===== src/rtl/deserialize_pkg.sv =====
// Shared beat-packing helpers for the serialize/deserialize argument path.
// Both sides derive tag width and field offsets from here so the packing always agrees.
package deserialize_pkg;

  localparam int unsigned DATA_LSB = 0;

  function automatic int unsigned tag_width(input int unsigned argn);
    return $clog2(argn);
  endfunction

  function automatic int unsigned beat_width(input int unsigned argw, input int unsigned argn);
    return tag_width(argn) + argw;
  endfunction

  function automatic int unsigned tag_msb(input int unsigned argw, input int unsigned argn);
    return beat_width(argw, argn) - 1;
  endfunction

  function automatic int unsigned tag_lsb(input int unsigned argw);
    return argw;
  endfunction

endpackage


===== src/rtl/deserialize_if.sv =====
// Argument-in / result-out handshake bundle for deserialize.
interface deserialize_if #(
  parameter int unsigned ARGW = 16,
  parameter int unsigned ARGN = 2
);
  import deserialize_pkg::*;

  localparam int unsigned TAGW = tag_width(ARGN);

  logic                   arg_stb;
  logic [TAGW+ARGW-1:0]   arg_dat;
  logic                   arg_rdy;
  logic                   res_stb;
  logic [ARGN*ARGW-1:0]   res_dat;
  logic                   res_rdy;
  logic                   err_stb;

  modport master (
    output arg_stb, arg_dat, res_rdy,
    input  arg_rdy, res_stb, res_dat, err_stb
  );

  modport slave (
    input  arg_stb, arg_dat, res_rdy,
    output arg_rdy, res_stb, res_dat, err_stb
  );

endinterface


===== src/rtl/deserialize.sv =====
// Gathers tagged argument beats into ARGN slots and emits the full vector once every slot
// is filled; out-of-range tags are dropped with a one-cycle error pulse.
module deserialize
  import deserialize_pkg::*;
#(
  parameter int unsigned ARGW = 16,
  parameter int unsigned ARGN = 2
) (
  input  logic           clk,
  input  logic           rst,
  deserialize_if.slave   bus
);

  localparam int unsigned TAGW    = tag_width(ARGN);
  localparam int unsigned TAG_MSB = tag_msb(ARGW, ARGN);
  localparam int unsigned TAG_LSB = tag_lsb(ARGW);

  logic [ARGW-1:0]      r_slot [ARGN];
  logic [ARGN-1:0]      r_msk;
  logic                 r_res_stb;
  logic [ARGN*ARGW-1:0] r_res_dat;
  logic                 r_err_stb;

  logic [TAGW-1:0]      w_tag;
  logic [ARGW-1:0]      w_word;
  logic                 w_in_range;
  logic [ARGN-1:0]      w_hit;
  logic                 w_dup;
  logic                 w_last;
  logic                 w_out_free;
  logic                 w_arg_rdy;
  logic                 w_acc;
  logic                 w_load;
  logic [ARGN*ARGW-1:0] w_merged;

  assign w_tag      = bus.arg_dat[TAG_MSB:TAG_LSB];
  assign w_word     = bus.arg_dat[DATA_LSB +: ARGW];
  assign w_in_range = 32'(w_tag) < ARGN;

  always_comb begin
    w_hit = '0;
    for (int n = 0; n < int'(ARGN); n++) begin
      w_hit[n] = w_in_range && (w_tag == TAGW'(n));
    end
  end

  assign w_dup      = |(r_msk & w_hit);
  assign w_last     = ((r_msk | w_hit) == {ARGN{1'b1}}) && (w_hit != '0);
  assign w_out_free = ~r_res_stb | bus.res_rdy;

  // Only the completing beat (or a duplicate tag) ever waits on the output.
  always_comb begin
    w_arg_rdy = 1'b1;
    if (w_in_range) begin
      if (w_dup) begin
        w_arg_rdy = 1'b0;
      end else if (w_last) begin
        w_arg_rdy = w_out_free;
      end
    end
  end

  assign w_acc  = bus.arg_stb & w_arg_rdy;
  assign w_load = w_acc & w_last;

  // The completing word bypasses the slot store straight into the result.
  always_comb begin
    w_merged = '0;
    for (int n = 0; n < int'(ARGN); n++) begin
      w_merged[n*ARGW +: ARGW] = w_hit[n] ? w_word : r_slot[n];
    end
  end

  always_ff @(posedge clk) begin
    for (int n = 0; n < int'(ARGN); n++) begin
      if (w_acc && w_hit[n]) begin
        r_slot[n] <= w_word;
      end
    end
  end

  always_ff @(posedge clk) begin
    if (rst) begin
      r_msk     <= '0;
      r_res_stb <= 1'b0;
      r_res_dat <= '0;
      r_err_stb <= 1'b0;
    end else begin
      r_err_stb <= w_acc & ~w_in_range;
      if (w_load) begin
        r_res_dat <= w_merged;
        r_res_stb <= 1'b1;
        r_msk     <= '0;
      end else begin
        if (w_acc) begin
          r_msk <= r_msk | w_hit;
        end
        if (r_res_stb && bus.res_rdy) begin
          r_res_stb <= 1'b0;
        end
      end
    end
  end

  assign bus.arg_rdy = w_arg_rdy;
  assign bus.res_stb = r_res_stb;
  assign bus.res_dat = r_res_dat;
  assign bus.err_stb = r_err_stb;

endmodule


===== src/flat_wrapper.sv =====
// flat-port wrapper written by rule: the top's interface ports become plain ports
module deserialize_flat import deserialize_pkg::*;
#(
  parameter int unsigned ARGW = 16,
  parameter int unsigned ARGN = 2
)
  (clk, rst, bus_arg_stb, bus_arg_dat, bus_res_rdy, bus_arg_rdy, bus_res_stb, bus_res_dat, bus_err_stb);
  deserialize_if #(.ARGW(ARGW), .ARGN(ARGN)) bus_i ();
  input  logic clk;
  input  logic rst;
  input wire logic [$bits(bus_i.arg_stb)-1:0] bus_arg_stb;
  input wire logic [$bits(bus_i.arg_dat)-1:0] bus_arg_dat;
  input wire logic [$bits(bus_i.res_rdy)-1:0] bus_res_rdy;
  output wire logic [$bits(bus_i.arg_rdy)-1:0] bus_arg_rdy;
  output wire logic [$bits(bus_i.res_stb)-1:0] bus_res_stb;
  output wire logic [$bits(bus_i.res_dat)-1:0] bus_res_dat;
  output wire logic [$bits(bus_i.err_stb)-1:0] bus_err_stb;
  assign bus_i.arg_stb = bus_arg_stb;
  assign bus_i.arg_dat = bus_arg_dat;
  assign bus_i.res_rdy = bus_res_rdy;
  assign bus_arg_rdy = bus_i.arg_rdy;
  assign bus_res_stb = bus_i.res_stb;
  assign bus_res_dat = bus_i.res_dat;
  assign bus_err_stb = bus_i.err_stb;
  deserialize #(.ARGW(ARGW), .ARGN(ARGN)) u_core (.clk(clk), .rst(rst), .bus(bus_i));
endmodule

===== config.mk =====
export PLATFORM = sky130hd
export DESIGN_NAME = deserialize_flat
export DESIGN_NICKNAME = d
export VERILOG_FILES = /design/src/rtl/deserialize_pkg.sv /design/src/rtl/deserialize_if.sv /design/src/rtl/deserialize.sv /design/src/flat_wrapper.sv
export SDC_FILE = /design/constraint.sdc
export NUM_CORES = 1
export LEC_CHECK = 0
export ABC_AREA = 1
export CORE_UTILIZATION = 30
export DETAILED_ROUTE_END_ITERATION = 10
export DONT_BUFFER_PORTS = 1
export PLACE_DENSITY = 0.52
export SLEW_MARGIN = 15
export SYNTH_ARGS = -nofsm -noshare
export SYNTH_HDL_FRONTEND = slang
export SYNTH_SLANG_ARGS = --single-unit

===== constraint.sdc =====
create_clock -name clk -period 1.6 [get_ports clk]
set_input_delay 0.16 -clock clk [delete_from_list [all_inputs] [get_ports clk]]
set_output_delay 0.16 -clock clk [all_outputs]
set_load 0.02 [all_outputs]

# After elaboration in Yosys (flattened, before gate mapping)
# Memory sizes are Yosys's and may differ from the RTL's. A register that Yosys moved wholly into a read port is not among the register bits.
# Index checks and enable logic that the tools add are counted.
# Widths: inputs -> output; s select.
totals:
  register_bits: 3
  ramBits: 32
  input_bits: 21
  output_inout_bits: 35
  word_cells: 29
  memories: 1
mem_list:
  columns: ["memory", "depth", "width", "read_ports", "rd_clocked_by_memory_dff", "wr", "line_no", "text"]
  rows:
  - ["u_core.r_slot", 2, 16, 2, 2, 1, "deserialize.sv:18", "logic [ARGW-1:0] r_slot [ARGN];"]
op_classes:
  eq_ne: 1
  muxes: 11
  bitwise_logic: 7
  reduce_logical: 7
op_table:
  columns: ["op", "count"]
  rows:
  - ["$mux 16", 1]
  - ["$reduce_or 16->1", 1]
  - ["$mux 1", 10]
  - ["$reduce_or 2->1", 2]
  - ["$logic_and 1x1->1", 3]
  - ["$and 1x1->1", 2]
  - ["$and 2x2->2", 1]
  - ["$eq 2x2->1 const B", 1]
  - ["$not 1->1", 2]
  - ["$or 2x2->2", 1]
  - ["$reduce_bool 2->1", 1]
  - ["$or 1x1->1", 1]

# Depth between registers and ports, before layout
# Gate-level depths: netlist of the first run.
logic_depth:
  word_depth: 11
  ltp_mapped: 10
  mapped_depth_nobuf: 9

# Least setup slack after synthesis of the first run
# Ideal clock, no wire load.
synth_path:
  path_kind: "reg-to-reg"
  start: "reg u_core.r_res_stb (netlist: u_core.bus.res_stb)"
  end: "reg u_core.r_msk[0]"
  setup_ns: 0.066
  arrival_time_ns: 1.379
  slack_ns: 0.155
  stages_incl_launch_ff: 8
  path_buffers: 0
  cell_sequence: "dfxtp_1 -> inv_1 -> nor2_2 -> inv_1 -> nand4_4 -> inv_4 -> or2_1 -> a21oi_2"
synth_via:
  elab_chain_len: 7
synth_rtl:
  columns: ["item", "line_no", "text"]
  rows:
  - ["start: declaration", "deserialize.sv:20", "logic r_res_stb;"]
  - ["start signal: assignment", "deserialize.sv:85", "r_res_stb <= 1'b0;"]
  - ["start signal: assignment", "deserialize.sv:92", "r_res_stb <= 1'b1;"]
  - ["start signal: assignment", "deserialize.sv:99", "r_res_stb <= 1'b0;"]
  - ["$not 1->1 *", "deserialize.sv:49", "assign w_out_free = ~r_res_stb | bus.res_rdy;"]
  - ["$or 1x1->1 *", "deserialize.sv:49", null]
  - ["$mux 1 *", "deserialize.sv:57", "end else if (w_last) begin"]
  - ["$mux 1 *", "deserialize.sv:55", "if (w_dup) begin"]
  - ["$and 1x1->1 *", "deserialize.sv:63", "assign w_acc = bus.arg_stb & w_arg_rdy;"]
  - ["$and 1x1->1", "deserialize.sv:64", "assign w_load = w_acc & w_last;"]
  - ["$reduce_or 2->1 (no line)", null, null]
  - ["end signal: assignment", "deserialize.sv:96", "r_msk <= r_msk | w_hit;"]
  - ["end: declaration", "deserialize.sv:19", "logic [ARGN-1:0] r_msk;"]
# Every way passes the cells marked *; elsewhere a longest branch is shown, timed or not.
# A chain may end at the register's enable or synchronous reset.

# Worst setup path in the final report of the first run
layout_path:
  start: "reg u_core.r_res_stb (netlist: u_core.bus.res_stb)"
  end: "reg u_core.r_msk[1]"
# Same word-level chain as after synthesis.

==> impl_metrics.yaml, run 1 <==
cells_and_area:
  multiInputGateArea_um2: 1060
  final-seq-area_um2: 1340
  antenna-diode-count: 0
  final_nets: 405
  post-route-cell-area_um2: 3310
  drive_above_1_share_pct: 9.77
  synthToLayoutAreaGrowth_pct: 16.4
  fin_cells: 500
  n_fill_cell: 967
logic_synthesis:
  synth_cell_type_count: 20
  asyncSetResetFlopFracSynth_pct: 0
  ys_ff_latch: 67
  post_synth_instance_area_um2: 2850
  synth.top_cells.by_area: "dfxtp_1, nand2_1, inv_1"
  synth_top_area_share_pct: 47.1
  synth_fp_nets: 391
  synthesis.instances: 370
  ys_dominant_reg_cell: "dfxtp_1"
  synth_area_leader_cell: "dfxtp_1"
  synth.yosys.warnings: 0
  post_synth_most_frequent_cells: "nand2_1, inv_1, dfxtp_1"
  seq_area_frac_synth_pct: 47.1
  synth_most_common_cell: "nand2_1"
  synth_enable_flop_cells: 0
  synth_area_per_cell_um2: 7.69
timing:
  timing.final.hold_violations: 0
  setup_ws_ns: 0.128
  remaining_max_slew_budget_at_the_tightest_pin_pct: 53.7
  fin_skew_ns: 0.00829
  finalMaxSlewViolations: 0
  worst_pin_slew_ns: 0.692
  setup_viol_count_final: 0
  fin_crit_sh_pct: 92.0
  finalCriticalPeriod_ns: 1.47
  fmax_mhz: 679
routing:
  post-route-drc-count: 0
  ant_nets: 0
  num_vias: 2304
  detailedRoute.firstPassIterationCount: 5
  first_iter_violations: 98
  routed_wire_length_per_instance_um: 14.0
  post_drt_via_cell_ratio: 4.61
  wl_um: 6980
global_route:
  grt_first_pass_wirelength_um: 11600
  met3_usage_pct: 6.54
  grt_pass1_vias: 2227
  antenna_found_initial: 0
  met2_usage_pct: 23.5
  grt_start_max_net_pins: 34
  globalRouteTotalUtil_pct: 15.3
  globalRouteOverflowTotal: 0
  busiest_layer: "met2"
  gr-usage-met1_pct: 19.2
critical_path:
  crit_arrival_ns: 1.74
  critical_path.max_stage_delay_ns: 0.33
  critical_path_buf_inv_count: 3
  setup.reg_to_reg.worst_slack_ns: 0.13
  cpMaxStageDelayCell: "dfxtp_1"
  crit_path_max_delay_family: "simple AND/OR/NAND/NOR gates"
  worstRegToRegCells: 7
  maximum_fanout_count_along_the_critical_path: 33
  rr_endpoint: "u_core.r_msk[1]"
  worst_setup_path_end_kind: "register"
  setup.worst_path.class: "register to register"
  worst_ep_required_time_ns: 1.87
  cp_cell_sequence: "inv_1 > nor2_2 > inv_1 > nand4_4 > inv_4 > or2_1 > a21oi_2"
  critPathLaunchType: "register"
  crit_top_cell: "inv_1"
  crit-reg2reg-launch: "u_core.bus.res_stb"
placed_design:
  post-dp-hpwl_um: 4200
  globalplace.congestion: 0.707
  placed_cells: 463
  placement_stage_worst_setup_slack_ns: 0.157
  port-buffer-count: 0
  post_dp_cell_area_um2: 2860
hold_path:
  min-delay-path-class: "input pin to register"
  holdPathStages: 2
  timing.hold.worst_endpoint: "u_core.r_slot[0][22]"
  hold_path.startpoint: "bus_arg_stb"
floorplan:
  die_h_um: 99.4
  floorplan.io_pins: 56
  chipWidth_um: 99.4
  design.die.area_um2: 9880
  fp-row-count: 35
  coreArea_um2: 9200
  start_util_pct: 30.9
clock_tree:
  cts-root-to-sink-buffers: 2
  clk-insertion-delay-late_ns: 0.34
  post_cts_setup_buffer_count: 0
  htree_num_levels: 3
  cts.sink_count: 67
  path_clk_slew_ns: 0.07
  tritoncts: "done"
  cts.root.buffer_cell: "clkbuf_8"
  cts_made_buffers: 9
job:
  maxCapViolations: 0
power:
  total_leakage_power_uw: 0.00156
  vdd_drop_max_uv: 424
  power-per-cell-area_nw_per_um2: 1240
run_status:
  run_status: "finished clean"
-- how the worst max path moves through the flow --
stage	startpoint	to	slack, ns	cells past startpoint
4_1_cts	u_core.bus.res_stb	u_core.r_msk[1]	0.13	7
3_3_place_gp	u_core.bus.res_stb	u_core.r_msk[1]	0.19	7
5_1_grt	u_core.bus.res_stb	u_core.r_msk[1]	-0.001	7
3_5_place_dp	u_core.bus.res_stb	u_core.r_msk[1]	0.16	7
2_1_floorplan	u_core.bus.res_stb	u_core.r_msk[0]	0.15	7
6_report	u_core.bus.res_stb	u_core.r_msk[1]	0.13	7
-- stage by stage --
| step | setup TNS [ns] | total power (µW) | hold WS [ns] | utilization (%) |
|---|---|---|---|---|
| after floorplan | 0 | 2430 | 0.335 | - |
| after CTS | 0 | 4160 | 0.000194 | 36.0 |
| after global placement | 0 | 2450 | 0.241 | 31.1 |
| after global routing | -0.00134 | 4350 | 0.0107 | 36.0 |
| final | 0 | 4120 | 0.0176 | 36.0 |
| after detailed placement | 0 | 2460 | 0.240 | 31.1 |
-- layout by cell type, fill, tap and decap left out, types with 4 or more instances in the layout --
cell type / n
a21oi_1: 33
clkbuf_8: 11
dfxtp_1: 67
dlygate4sd3_1: 20
inv_1: 68
nand2_1: 96
nand2_2: 4
nand3_1: 32
nand4_1: 32
-- routing by layer --
layer / routed length, µm / vias up
li1: - / 1201
met1: 3320 / 1039
met2: 2970 / 55
met3: 596 / 9
met4: 97 / 0
met5: 0 / -
-- layout make-up --
type,count,area share [%]
multi-input cells,209,32.0
clock inverters,4,2.19
repair buffers,26,8.27
inverters,71,8.20
well taps,111,4.19
flip-flops and latches,67,40.5
clock buffers,12,4.68
-- worst reg2reg max path, stage by stage (launching register included) --
cell and delay, ns:
dfxtp_1 0.33, inv_1 0.05, nor2_2 0.21, inv_1 0.14
nand4_4 0.14, inv_4 0.15, or2_1 0.29, a21oi_2 0.11
-- repair_timing --
action	4_1_cts	5_1_grt
hold buffers	21	0
hold endpoints to repair	61	0
setup endpoints to repair	0	6
gates resized for setup	0	1
-- where the power goes --
group / total (µW) / switching (µW) / leakage, µW / internal, µW
Combinational: 506 / 310 / 0.000895 / 196
Sequential: 2000 / 132 / 0.000554 / 1870
Clock: 1610 / 651 / 0.000113 / 961
Total: 4120 / 1090 / 0.00156 / 3020
-- cells by family (layout without fill, tap and decap cells) --
family	after synthesis	in the layout	share of synthesized area, %
simple gates	172	172	30.1
buf+inv	94	113	15.7
flops	67	67	47.1
compound gates	36	36	6.99
other cells	1	1	0.132
-- flip-flops by register name, indices dropped and copies added, names as in the netlist --
signal and cells:
bus_res_dat 32, u_core.r_slot 32, u_core.r_msk 2, u_core.bus.res_stb 1
No activity file was read; power rests on OpenSTA's default activity.
==> run 2: changes to the inputs <==
- PLACE_DENSITY: 0.52 -> not set
- PLACE_DENSITY_LB_ADDON: not set -> 0.12
==> run 2 against run 1 <==
Compared with the run above: clock skew down 0.0020 ns; largest cell class unchanged; critical path type unchanged; power is 4.0% higher; cell count increased by 0.40%; largest power group unchanged; critical path depth is 1 higher; clock power rose by 9.9%.
==> impl_metrics.yaml, run 2 (synthesis results as in run 1) <==
run_status:
  run_status: "finished clean"
critical_path:
  critPathLaunchType: "register"
  worst_ep_required_time_ns: 1.85
  setup.worst_path.class: "register to register"
  crit_top_cell: "inv_1"
  rr_endpoint: "bus_res_dat[7]"
  worst_setup_path_end_kind: "register"
  worstRegToRegCells: 8
  critical_path.max_stage_delay_ns: 0.34
  crit-reg2reg-launch: "u_core.bus.res_stb"
  crit_arrival_ns: 1.69
  cpMaxStageDelayCell: "dfxtp_1"
  maximum_fanout_count_along_the_critical_path: 24
  cp_cell_sequence: "inv_1 > nor2_2 > inv_1 > nand4_4 > buf_6 > a21oi_1 > nand2_1 > inv_1"
  setup.reg_to_reg.worst_slack_ns: 0.16
floorplan:
  fp-row-count: 35
  chipWidth_um: 99.4
  design.die.area_um2: 9880
  floorplan.io_pins: 56
  coreArea_um2: 9200
  die_h_um: 99.4
  start_util_pct: 30.9
clock_tree:
  clk-insertion-delay-late_ns: 0.34
  cts.sink_count: 67
  htree_num_levels: 3
  cts_made_buffers: 9
  tritoncts: "done"
  post_cts_setup_buffer_count: 0
  cts.root.buffer_cell: "clkbuf_8"
  path_clk_slew_ns: 0.08
  cts-root-to-sink-buffers: 2
power:
  power-per-cell-area_nw_per_um2: 1280
  vdd_drop_max_uv: 457
  total_leakage_power_uw: 0.00158
routing:
  first_iter_violations: 160
  routed_wire_length_per_instance_um: 14.3
  detailedRoute.firstPassIterationCount: 5
  post-route-drc-count: 0
  ant_nets: 0
  post_drt_via_cell_ratio: 4.54
  num_vias: 2279
  wl_um: 7170
timing:
  setup_total_negative_slack_ns: 0
  grt_setup_unrepaired: "false"
  fin_crit_sh_pct: 90.1
  fin_skew_ns: 0.00633
  finalMaxSlewViolations: 0
  finalCriticalPeriod_ns: 1.44
  remaining_max_slew_budget_at_the_tightest_pin_pct: 44.8
  fmax_mhz: 694
  worst_pin_slew_ns: 0.825
  timing.final.hold_violations: 0
  setup_viol_count_final: 0
placed_design:
  post-dp-hpwl_um: 4460
  post_dp_cell_area_um2: 2890
  port-buffer-count: 0
  globalplace.congestion: 0.725
global_route:
  globalRouteOverflowTotal: 0
  grt_first_pass_wirelength_um: 11600
  grt_pass1_vias: 2225
  globalRouteTotalUtil_pct: 15.5
  antenna_found_initial: 0
  grt_start_max_net_pins: 34
cells_and_area:
  antenna-diode-count: 0
  final_nets: 407
  post-route-cell-area_um2: 3340
  most_common_library_cell_in_the_layout_ignoring_fill_and_taps: "nand2_1"
  most-common-layout-cells: "nand2_1, inv_1, dfxtp_1, a21oi_1"
  n_fill_cell: 1008
  utilization_pct: 36.4
  drive_above_1_share_pct: 11.0
  synthToLayoutAreaGrowth_pct: 17.5
hold_path:
  hold_path.startpoint: "bus_arg_dat[14]"
  min-delay-path-class: "input pin to register"
  timing.hold.worst_endpoint: "u_core.r_slot[0][30]"
  holdPathStages: 2
job:
  maxCapViolations: 0
[run 2: worst max-delay path by stage]
stage / from / endpoint / cells after the start
2_1_floorplan: u_core.bus.res_stb / u_core.r_msk[0] / 7
3_3_place_gp: u_core.bus.res_stb / bus_res_dat[7] / 8
3_5_place_dp: u_core.bus.res_stb / bus_res_dat[7] / 8
4_1_cts: u_core.bus.res_stb / bus_res_dat[7] / 8
5_1_grt: u_core.bus.res_stb / bus_res_dat[20] / 8
6_report: u_core.bus.res_stb / bus_res_dat[7] / 8
[run 2: area by class of cell]
class	instances	area [µm²]	share of cell area, %
Inverter	71	272	8.12
Tap cell	111	139	4.15
Sequential cell	67	1340	40.1
Timing Repair Buffer	28	284	8.50
Clock inverter	6	111	3.33
Clock buffer	10	138	4.12
Multi-Input combinational cell	209	1060	31.7
[run 2: through the flow]
step | hold WS [ns] | total power (µW) | setup slack (ns) | std cells
6_report | 0.0109 | 4280 | 0.158 | 502
5_1_grt | 0.0185 | 4510 | 0.0279 | 502
4_1_cts | 0.00115 | 4340 | 0.0798 | 501
3_5_place_dp | 0.239 | 2480 | 0.0886 | 467
3_3_place_gp | 0.239 | 2460 | 0.157 | 467
2_1_floorplan | 0.335 | 2430 | 0.155 | 370
[run 2: repair_timing]
action                     in CTS  in global routing
resized for setup               0                  1
hold buffers                   18                  1
setup endpoints to repair       0                 24
hold endpoints to repair       59                  1
[run 2: per-layer routing]
layer	GRT usage, %	share of wire, %	wire length (µm)	vias up
li1	-	-	-	1207
met1	20.5	50	3590	1020
met2	23.5	43	3110	46
met3	4.36	5.4	385	6
met4	6.67	1.1	81	0
met5	0	0	0	-
[run 2: critical path, delay by kind of cell, from the launching register on]
kind                   cells  cell delay, ns
buffers and inverters      4            0.46
AOI/OAI and AO/OA          1            0.09
DFF                        1            0.34
and+or+nand+nor            3            0.45
[run 2: where the power goes]
group          total [µW]  switching [µW]  leakage (µW)  internal, µW
Clock                1770             685      0.000123          1080
Sequential           2000             129      0.000554          1870
Combinational         517             317      0.000907           200
==> run 3: changes to the inputs <==
- CELL_PAD_IN_SITES_DETAIL_PLACEMENT: not set -> 1
- CELL_PAD_IN_SITES_GLOBAL_PLACEMENT: not set -> 1
- HOLD_SLACK_MARGIN: not set -> 0.1
- SKIP_CTS_REPAIR_TIMING: not set -> 1
==> run 3 against run 2 <==
Compared with the run above: fmax rose by 0.94%; critical endpoint is now bus_arg_rdy; power is 8.1% higher; sequential share of layout area shrank 0.71 points; clock power increased by 19%; global-route usage up 0.26 points.
==> impl_metrics.yaml, run 3 (synthesis results as in run 1) <==
run_status:
  run_status: "finished clean"
timing:
  setup_viol_count_final: 0
  fin_hold_ws_ns: 0.101
  grt_setup_unrepaired: "false"
  finalCriticalPeriod_ns: 1.43
  fin_skew_ns: 0.00965
  setup_total_negative_slack_ns: 0
  remaining_max_slew_budget_at_the_tightest_pin_pct: 53.0
  fmax_mhz: 700
  timing.final.hold_violations: 0
  finalMaxSlewViolations: 0
  worst_pin_slew_ns: 0.703
  fin_crit_sh_pct: 89.3
placed_design:
  post_dp_cell_area_um2: 2890
  globalplace.congestion: 0.681
  post-dp-hpwl_um: 4800
  port-buffer-count: 0
  placed_cells: 469
critical_path:
  crit_arrival_ns: 1.27
  crit-reg2reg-launch: "u_core.bus.res_stb"
  critPathLaunchType: "register"
  setup.reg_to_reg.worst_slack_ns: 0.17
  worst_ep_required_time_ns: 1.44
  worstRegToRegCells: 9
  setup.worst_path.class: "register to primary output"
  maximum_fanout_count_along_the_critical_path: 13
  worst_setup_path_end_kind: "primary output"
  rr_endpoint: "bus_res_dat[31]"
power:
  internal-power_uw: 3470
  seq_power_share_pct: 43.2
  power-per-cell-area_nw_per_um2: 1360
  clockPowerShare_pct: 45.4
  p_total_uw: 4630
  netSwitchingFraction_pct: 25.0
  share_comb_of_total_power_pct: 11.4
  vdd_drop_max_uv: 432
  power.net_switching_uw: 1160
  total_leakage_power_uw: 0.00162
cells_and_area:
  final_nets: 409
  synthToLayoutAreaGrowth_pct: 19.6
  most_common_library_cell_in_the_layout_ignoring_fill_and_taps: "nand2_1"
  antenna-diode-count: 0
  fin_cells: 504
  post-route-cell-area_um2: 3400
  drive_above_1_share_pct: 11.7
  most-common-layout-cells: "nand2_1, inv_1, dfxtp_1, a21oi_1"
routing:
  post_drt_via_cell_ratio: 4.70
  detailedRoute.firstPassIterationCount: 4
  first_iter_violations: 63
  post-route-drc-count: 0
  ant_nets: 0
  routed_wire_length_per_instance_um: 14.6
  num_vias: 2367
  wl_um: 7340
global_route:
  grt_pass1_vias: 2257
  antenna_found_initial: 0
  grt_start_max_net_pins: 36
  globalRouteTotalUtil_pct: 15.7
  globalRouteOverflowTotal: 0
  grt_first_pass_wirelength_um: 11700
clock_tree:
  cts.sink_count: 67
  tritoncts: "done"
  cts_made_buffers: 9
  htree_num_levels: 3
  path_clk_slew_ns: 0.07
  cts.root.buffer_cell: "clkbuf_8"
  cts-root-to-sink-buffers: 2
  clk-insertion-delay-late_ns: 0.35
floorplan:
  design.die.area_um2: 9880
  chipWidth_um: 99.4
  coreArea_um2: 9200
  start_util_pct: 30.9
  floorplan.io_pins: 56
  fp-row-count: 35
  die_h_um: 99.4
hold_path:
  hold_path.startpoint: "bus_res_rdy"
  timing.hold.worst_endpoint: "u_core.bus.res_stb"
  min-delay-path-class: "input pin to register"
  holdPathStages: 3
job:
  maxCapViolations: 0
==> run 3: cell count changes in the layout (fill, tap and decap cells not counted) <==
cell | before | now
dlygate4sd3_1 | 18 | 17
buf_4 | 7 | 10
clkinvlp_4 | 1 | 0
clkinv_2 | 1 | 0
bufinv_16 | 3 | 5
==> run 3: worst max-delay path by stage <==
| stage | endpoint | slack, ns | startpoint |
|---|---|---|---|
| floorplan | u_core.r_msk[0] | 0.15 | u_core.bus.res_stb |
| global placement | bus_res_dat[20] | 0.14 | u_core.bus.res_stb |
| detailed placement | bus_res_dat[24] | 0.1 | u_core.bus.res_stb |
| CTS | bus_res_dat[24] | 0.1 | u_core.bus.res_stb |
| global route | bus_res_dat[25] | 0.04 | u_core.bus.res_stb |
| finish | bus_arg_rdy | 0.17 | u_core.bus.res_stb |
==> run 3: through the flow <==
stage          setup WS (ns)  utilization [%]
2_1_floorplan          0.155                -
3_3_place_gp           0.143             31.5
3_5_place_dp          0.0997             31.5
4_1_cts               0.0981             34.7
5_1_grt               0.0442             37.0
6_report               0.172             37.0
==> run 3: power by group through the flow <==
stage	logic, µW	clock network (µW)	registers [µW]
CTS	448	2160	2000
finish	528	2100	2000
floorplan	410	0	2020
global placement	429	0	2030
global route	609	2250	2020
detailed placement	446	0	2040
==> run 3: final cells by class <==
type / count / area, µm²
multi-input combinational: 209 / 1060
inverter: 71 / 272
timing repair buffer: 30 / 297
clock buffer: 10 / 138
sequential: 67 / 1340
fill: 1143 / 5790
tap: 111 / 139
clock inverter: 6 / 159
==> run 3: worst max-delay path: stages (launching register included) <==
cell and delay [ns]:
dfxtp_1 0.33, inv_1 0.05, nor2_2 0.23, a21oi_4 0.10, buf_4 0.21
==> run 3: routing by layer <==
metal  wire, µm  share of wire, %  global-route usage (%)  vias up
met5          0                 0                       0        -
met4        106               1.4                    5.77        0
met3        435               5.9                    6.47        9
met2       3270                44                    24.5       53
met1       3540                48                    19.5     1101
li1           -                 -                       -     1204
